## src/rtl/tdc_phase_detector.sv

```systemverilog
// tdc_phase_detector
// Counter-based phase detector for the CDR loop. It timestamps a selected
// d_in transition, measures the clk-cycle distance to the next recovered_clk
// rising edge, and subtracts EXPECTED_DELAY. The result is a saturated signed
// error with a valid strobe. Miss detection and a lock indicator are included.
//
// Optional feature macro: TDC_PD_STATS_EN
//   defined   -> valid_count / miss_count are saturating 16-bit event counters
//   undefined -> valid_count / miss_count are tied to zero
//
// Handshake: err_valid and miss are single-cycle strobes with no back-pressure.
// phase_error and saturated are valid in the cycle err_valid is high and hold
// their value until the next err_valid.
module tdc_phase_detector #(
  parameter int CNT_W          = 8,
  parameter int ERR_W          = 6,
  parameter int EXPECTED_DELAY = 5,
  parameter int SYNC_STAGES    = 2,
  parameter int LOCK_WIN       = 1,
  parameter int LOCK_CNT       = 8
) (
  input  logic                    clk,
  input  logic                    reset,
  input  logic                    enable,
  input  logic                    d_in,
  input  logic                    recovered_clk,
  input  logic [1:0]              edge_mode,
  output logic signed [ERR_W-1:0] phase_error,
  output logic                    err_valid,
  output logic                    saturated,
  output logic                    miss,
  output logic                    locked,
  output logic [15:0]             valid_count,
  output logic [15:0]             miss_count
);

  // The raw error is delta - EXPECTED_DELAY. It always fits in CNT_W+1 signed bits.
  localparam int EW  = CNT_W + 1;
  localparam int LCW = $clog2(LOCK_CNT + 1);

  localparam logic signed [EW-1:0] ERR_MAX = EW'((2 ** (ERR_W - 1)) - 1);
  localparam logic signed [EW-1:0] ERR_MIN = EW'(-(2 ** (ERR_W - 1)));
  localparam logic signed [EW-1:0] EXP_S   = EW'(EXPECTED_DELAY);
  localparam logic signed [EW-1:0] WIN_HI  = EW'(LOCK_WIN);
  localparam logic signed [EW-1:0] WIN_LO  = EW'(-LOCK_WIN);
  localparam logic [LCW-1:0]       LOCK_TOP = LCW'(LOCK_CNT);

  typedef enum logic {
    ST_IDLE  = 1'b0,
    ST_ARMED = 1'b1
  } state_t;

  // Registered state
  state_t                   state_q, state_d;
  logic [SYNC_STAGES-1:0]   d_sync_q, d_sync_d;
  logic [SYNC_STAGES-1:0]   rc_sync_q, rc_sync_d;
  logic                     d_prev_q, d_prev_d;
  logic                     rc_prev_q, rc_prev_d;
  logic [CNT_W-1:0]         cnt_q, cnt_d;
  logic [CNT_W-1:0]         d_time_q, d_time_d;
  logic signed [ERR_W-1:0]  phase_error_q, phase_error_d;
  logic                     saturated_q, saturated_d;
  logic                     err_valid_q, err_valid_d;
  logic                     miss_q, miss_d;
  logic [LCW-1:0]           lock_cnt_q, lock_cnt_d;
  logic                     locked_q, locked_d;

  // Combinational helpers
  logic                     d_last, rc_last;
  logic                     d_rise, d_fall;
  logic                     data_edge, ref_edge;
  logic [CNT_W-1:0]         delta;
  logic signed [EW-1:0]     err_raw;
  logic signed [ERR_W-1:0]  err_clamped;
  logic                     err_sat;
  logic                     in_win;

  // Edge detection on the last synchroniser stage against its one-cycle-delayed copy
  always_comb begin
    d_last  = d_sync_q[SYNC_STAGES-1];
    rc_last = rc_sync_q[SYNC_STAGES-1];
    d_rise  = d_last & ~d_prev_q;
    d_fall  = ~d_last & d_prev_q;
    ref_edge = rc_last & ~rc_prev_q;
    case (edge_mode)
      2'b01:   data_edge = d_fall;
      2'b10:   data_edge = d_rise | d_fall;
      default: data_edge = d_rise;
    endcase
  end

  // Error computation: modulo delta, offset removal, clamp and lock-window test
  always_comb begin
    // A coincident data edge restarts the measurement, so the delta is zero.
    delta   = data_edge ? '0 : (cnt_q - d_time_q);
    err_raw = $signed({1'b0, delta}) - EXP_S;
    err_sat = 1'b0;
    if (err_raw > ERR_MAX) begin
      err_clamped = ERR_MAX[ERR_W-1:0];
      err_sat     = 1'b1;
    end else if (err_raw < ERR_MIN) begin
      err_clamped = ERR_MIN[ERR_W-1:0];
      err_sat     = 1'b1;
    end else begin
      err_clamped = err_raw[ERR_W-1:0];
    end
    // The lock window uses the pre-clamp error.
    in_win = (err_raw >= WIN_LO) && (err_raw <= WIN_HI);
  end

  // Next-state logic for the synchronisers, the timestamp counter, the FSM and the lock tracker
  always_comb begin
    d_sync_d      = {d_sync_q[SYNC_STAGES-2:0], d_in};
    rc_sync_d     = {rc_sync_q[SYNC_STAGES-2:0], recovered_clk};
    d_prev_d      = d_last;
    rc_prev_d     = rc_last;
    cnt_d         = cnt_q + CNT_W'(1);
    state_d       = state_q;
    d_time_d      = d_time_q;
    phase_error_d = phase_error_q;
    saturated_d   = saturated_q;
    err_valid_d   = 1'b0;
    miss_d        = 1'b0;
    lock_cnt_d    = lock_cnt_q;

    if (!enable) begin
      state_d    = ST_IDLE;
      lock_cnt_d = '0;
    end else if (ref_edge && (data_edge || (state_q == ST_ARMED))) begin
      err_valid_d   = 1'b1;
      phase_error_d = err_clamped;
      saturated_d   = err_sat;
      state_d       = ST_IDLE;
      if (!in_win) begin
        lock_cnt_d = '0;
      end else if (lock_cnt_q != LOCK_TOP) begin
        lock_cnt_d = lock_cnt_q + LCW'(1);
      end
    end else if (ref_edge) begin
      // A reference edge with no timestamp armed is a miss.
      miss_d     = 1'b1;
      lock_cnt_d = '0;
    end else if (data_edge) begin
      d_time_d = cnt_q;
      state_d  = ST_ARMED;
    end

    locked_d = (lock_cnt_d == LOCK_TOP);
  end

  // Single register bank for the FSM and all registered outputs
  always_ff @(posedge clk) begin
    if (reset) begin
      state_q       <= ST_IDLE;
      d_sync_q      <= '0;
      rc_sync_q     <= '0;
      d_prev_q      <= 1'b0;
      rc_prev_q     <= 1'b0;
      cnt_q         <= '0;
      d_time_q      <= '0;
      phase_error_q <= '0;
      saturated_q   <= 1'b0;
      err_valid_q   <= 1'b0;
      miss_q        <= 1'b0;
      lock_cnt_q    <= '0;
      locked_q      <= 1'b0;
    end else begin
      state_q       <= state_d;
      d_sync_q      <= d_sync_d;
      rc_sync_q     <= rc_sync_d;
      d_prev_q      <= d_prev_d;
      rc_prev_q     <= rc_prev_d;
      cnt_q         <= cnt_d;
      d_time_q      <= d_time_d;
      phase_error_q <= phase_error_d;
      saturated_q   <= saturated_d;
      err_valid_q   <= err_valid_d;
      miss_q        <= miss_d;
      lock_cnt_q    <= lock_cnt_d;
      locked_q      <= locked_d;
    end
  end

  assign phase_error = phase_error_q;
  assign saturated   = saturated_q;
  assign err_valid   = err_valid_q;
  assign miss        = miss_q;
  assign locked      = locked_q;

`ifdef TDC_PD_STATS_EN
  logic [15:0] valid_count_q, valid_count_d;
  logic [15:0] miss_count_q, miss_count_d;

  // Saturating event counters, advanced together with the strobes they count
  always_comb begin
    valid_count_d = valid_count_q;
    miss_count_d  = miss_count_q;
    if (err_valid_d && (valid_count_q != 16'hFFFF)) valid_count_d = valid_count_q + 16'd1;
    if (miss_d && (miss_count_q != 16'hFFFF))       miss_count_d  = miss_count_q + 16'd1;
  end

  // Stats registers are cleared only by reset
  always_ff @(posedge clk) begin
    if (reset) begin
      valid_count_q <= '0;
      miss_count_q  <= '0;
    end else begin
      valid_count_q <= valid_count_d;
      miss_count_q  <= miss_count_d;
    end
  end

  assign valid_count = valid_count_q;
  assign miss_count  = miss_count_q;
`else
  assign valid_count = '0;
  assign miss_count  = '0;
`endif

endmodule

```

## config.mk

```make
export PLATFORM = sky130hd
export DESIGN_NAME = tdc_phase_detector
export DESIGN_NICKNAME = d
export VERILOG_FILES = /design/src/rtl/tdc_phase_detector.sv
export SDC_FILE = /design/constraint.sdc
export NUM_CORES = 1
export LEC_CHECK = 0
export CAP_MARGIN = 10
export CORE_MARGIN = 4
export CORE_UTILIZATION = 30
export DETAILED_ROUTE_END_ITERATION = 10
export MAX_ROUTING_LAYER = met4
export PLACE_DENSITY = 0.55
export RECOVER_POWER = 100
export SYNTH_ARGS = -nofsm -noshare
export SYNTH_HDL_FRONTEND = slang
export SYNTH_SLANG_ARGS = --single-unit
```

## constraint.sdc

```tcl
create_clock -name clk -period 4.8 [get_ports clk]
set_input_delay 1.2 -clock clk [delete_from_list [all_inputs] [get_ports clk]]
set_output_delay 1.2 -clock clk [all_outputs]
set_load 0.01 [all_outputs]
```

==> flow_summary.yaml <==
die:
  io_pins: 49
  design.core.area_um2: 8220
  die_width_um: 100
  fp-row-count: 33
  initial_core_util: 0.309
  die_area_um2: 10000
  die_h_um: 100
global_route:
  top_usage_layer: "met2"
  globalRouteTotalUtil: 0.103
  grt_start_max_net_pins: 33
  met1_usage: 0.135
  first_global_vias: 1752
  antenna_found_initial: 0
  use_met2: 0.154
  grtUsageMet3: 0.0257
  grt_pass1_wl_um: 8230
  grt-ovfl-total: 0
drt:
  firstDrtPassIters: 4
  routedWlPerCell_um: 11.5
  antenna_left: 0
  drt_wl_total_um: 4990
  vias: 1966
  first_iter_violations: 56
  drc: 0
  via_per_inst: 4.55
timing:
  whs_ps: 442
  finClkSkew_ps: 11.4
  fmax_mhz: 219
  slew_headroom: 0.0466
  min_period_ps: 4560
  worst_slew_pin_slew_ps: 1430
  post-route-period-util: 0.951
  slew_violations: 0
  rsz0062_at_grt: "false"
  hold_viol_final: 0
  setup_viol: 0
yosys:
  yosys-top-cells-count: "37 x dfxtp_1, 36 x nor2_1, 32 x buf_4"
  avgSynthCellArea_um2: 8.41
  netlist_top_cells_area: "dfxtp_1 29%, buf_4 9.5%, ha_1 8.9%"
  seq_area_frac_synth: 0.292
  synth-async-reset-ratio: 0
  synth_top_family_by_area: "simple AND/OR/NAND/NOR gates"
  synth_simple_gate_area_frac: 0.207
  synth_seq_cells: 37
  post-synth-top-count-cell: "dfxtp_1"
  yosysWarningCount: 0
  synth-xor-area-share: 0.0783
  synth_top_area_frac: 0.292
  ys.flop_type: "dfxtp_1"
  synthMuxAreaShare: 0.0315
  synth_edf_count: 0
  synthAdderAreaFrac: 0.0966
  synth_area_um2: 2540
  synth_compound_area_frac: 0.164
  synthCells: 302
  yosysUniqueCellTypes: 49
  yosysTopAreaCell: "dfxtp_1"
clock_tree:
  cts_resized: 0
  postCtsSetupBuffers: 0
  root_buffer: "clkbuf_8"
  cts.sinks: 37
  clockBufferDepth: 2
  cts_htree_levels: 2
  ctsHoldBuffers: 0
  cts_buffers: 5
  clk_latency_ps: 280
  cts_tree: "done"
  clk_pin_slew_ps: 80
setup_path:
  crit_fanout: 5
  worstPathRequired_ps: 5030
  crit_path_start_kind: "primary input"
  critPathCaptureType: "register"
  worstSetupPathType: "primary input to register"
  r2r_slack_ps: 940
  worstPathArrival_ps: 4790
cells_and_area:
  num_antenna_cells: 0
  multi_input_area_um2: 1580
  nets: 353
  layout-drive-gt1-share: 0.0917
  area_growth_pct: 11.7
  fillCellCount: 854
  stdcell_area_um2: 2840
  seqCellArea_um2: 741
power:
  p_leak_nw: 1.22
  p_per_area_nw_per_um2: 291
  vdd_drop_max_mv: 0.138
placed_design:
  place_area_um2: 2750
  hpwl_um: 3840
  place.gp.congestion: 0.813
  io_buffers: 16
run:
  cap_violations: 0
hold_path:
  hold_class: "register to register"
run_status:
  status: "completed"
-- state kept, by name, summed over array words and instances (netlist names), 2 cells and up --
register     count
rc_sync_q        2
phase_error      6
d_time_q         8
cnt_q            8
d_sync_q         2
lock_cnt_q       4
-- worst max-delay path, cell delays in order --
cell and delay [ps]:
clkdlybuf4s50_1 480, inv_1 50, ha_1 290, nor2b_1 130, a21oi_1 200, nor2b_1 100
inv_1 90, ha_1 160, or2_2 120, nand3_1 100, or4b_4 560, a31oi_4 200
ha_1 260, xor2_1 180, xnor2_2 170, a21oi_4 220, o211ai_2 130, a21oi_2 150
-- cell type report --
cell class                 instances  area share
sequential                        37       0.261
timing repair buffer              25      0.0790
clock buffer                       6      0.0291
tap                              105      0.0463
multi-input combinational        240       0.558
clock inverter                     1     0.00265
inverter                          18      0.0238
-- placed cells by master (no fill, tap or decap), types with 3 or more instances in the layout --
master and instances:
nor3_1 11, dfxtp_1 37, clkdlybuf4s50_1 5, dlygate4sd3_1 11
a31oi_1 4, xnor2_1 11, inv_1 18, nand2_1 17
nor2_1 37, and3_1 4, buf_4 8, o21ai_0 8
nand2b_1 4, conb_1 32, xor2_1 8, mux2i_1 8
ha_1 18, nor2b_1 14, a21oi_1 14, nand3_1 13
a22oi_1 3, clkbuf_8 6
-- logic make-up after synthesis --
logic type | after synthesis
compound gates | 52
other cells | 1
flops | 37
mux | 8
simple gates | 108
xor+xnor | 21
fa+ha+maj | 19
buf+inv | 56
-- layer usage --
metal / vias up / share of wire
met4: 0 / 0.019
met3: 9 / 0.045
li1: 1019 / -
met1: 897 / 0.49
met2: 41 / 0.45
met5: - / 0
-- report_power, final --
group	switching (W)	total [W]	internal (W)
sequential	0.00000558	0.000320	0.000314
combinational	0.000162	0.000283	0.000121
clock	0.000109	0.000223	0.000114
-- metrics by stage --
step / power [W] / util / cells / setup TNS [ps] / setup slack (ps)
finish: 0.000826 / 0.345 / 432 / 0 / 236
CTS: 0.000837 / 0.346 / 432 / 0 / 252
global route: 0.000876 / 0.345 / 432 / 0 / 25.7
global placement: 0.000608 / 0.335 / 425 / 0 / 59.0
detailed placement: 0.000610 / 0.335 / 425 / -109 / -51.3
floorplan: 0.000561 / - / 333 / 0 / 65.5
-- final timing paths --
| check | start | to | cells past startpoint |
|---|---|---|---|
| max | edge_mode[0] | locked$_SDFF_PP0_ | 18 |
| min | d_sync_q[0]$_SDFF_PP0_ | d_sync_q[1]$_SDFF_PP0_ | 1 |
| max reg2reg | cnt_q[0]$_SDFF_PP0_ | locked$_SDFF_PP0_ | 16 |
| min reg2reg | d_sync_q[0]$_SDFF_PP0_ | d_sync_q[1]$_SDFF_PP0_ | 1 |
No activity file was read; power rests on OpenSTA's default activity.
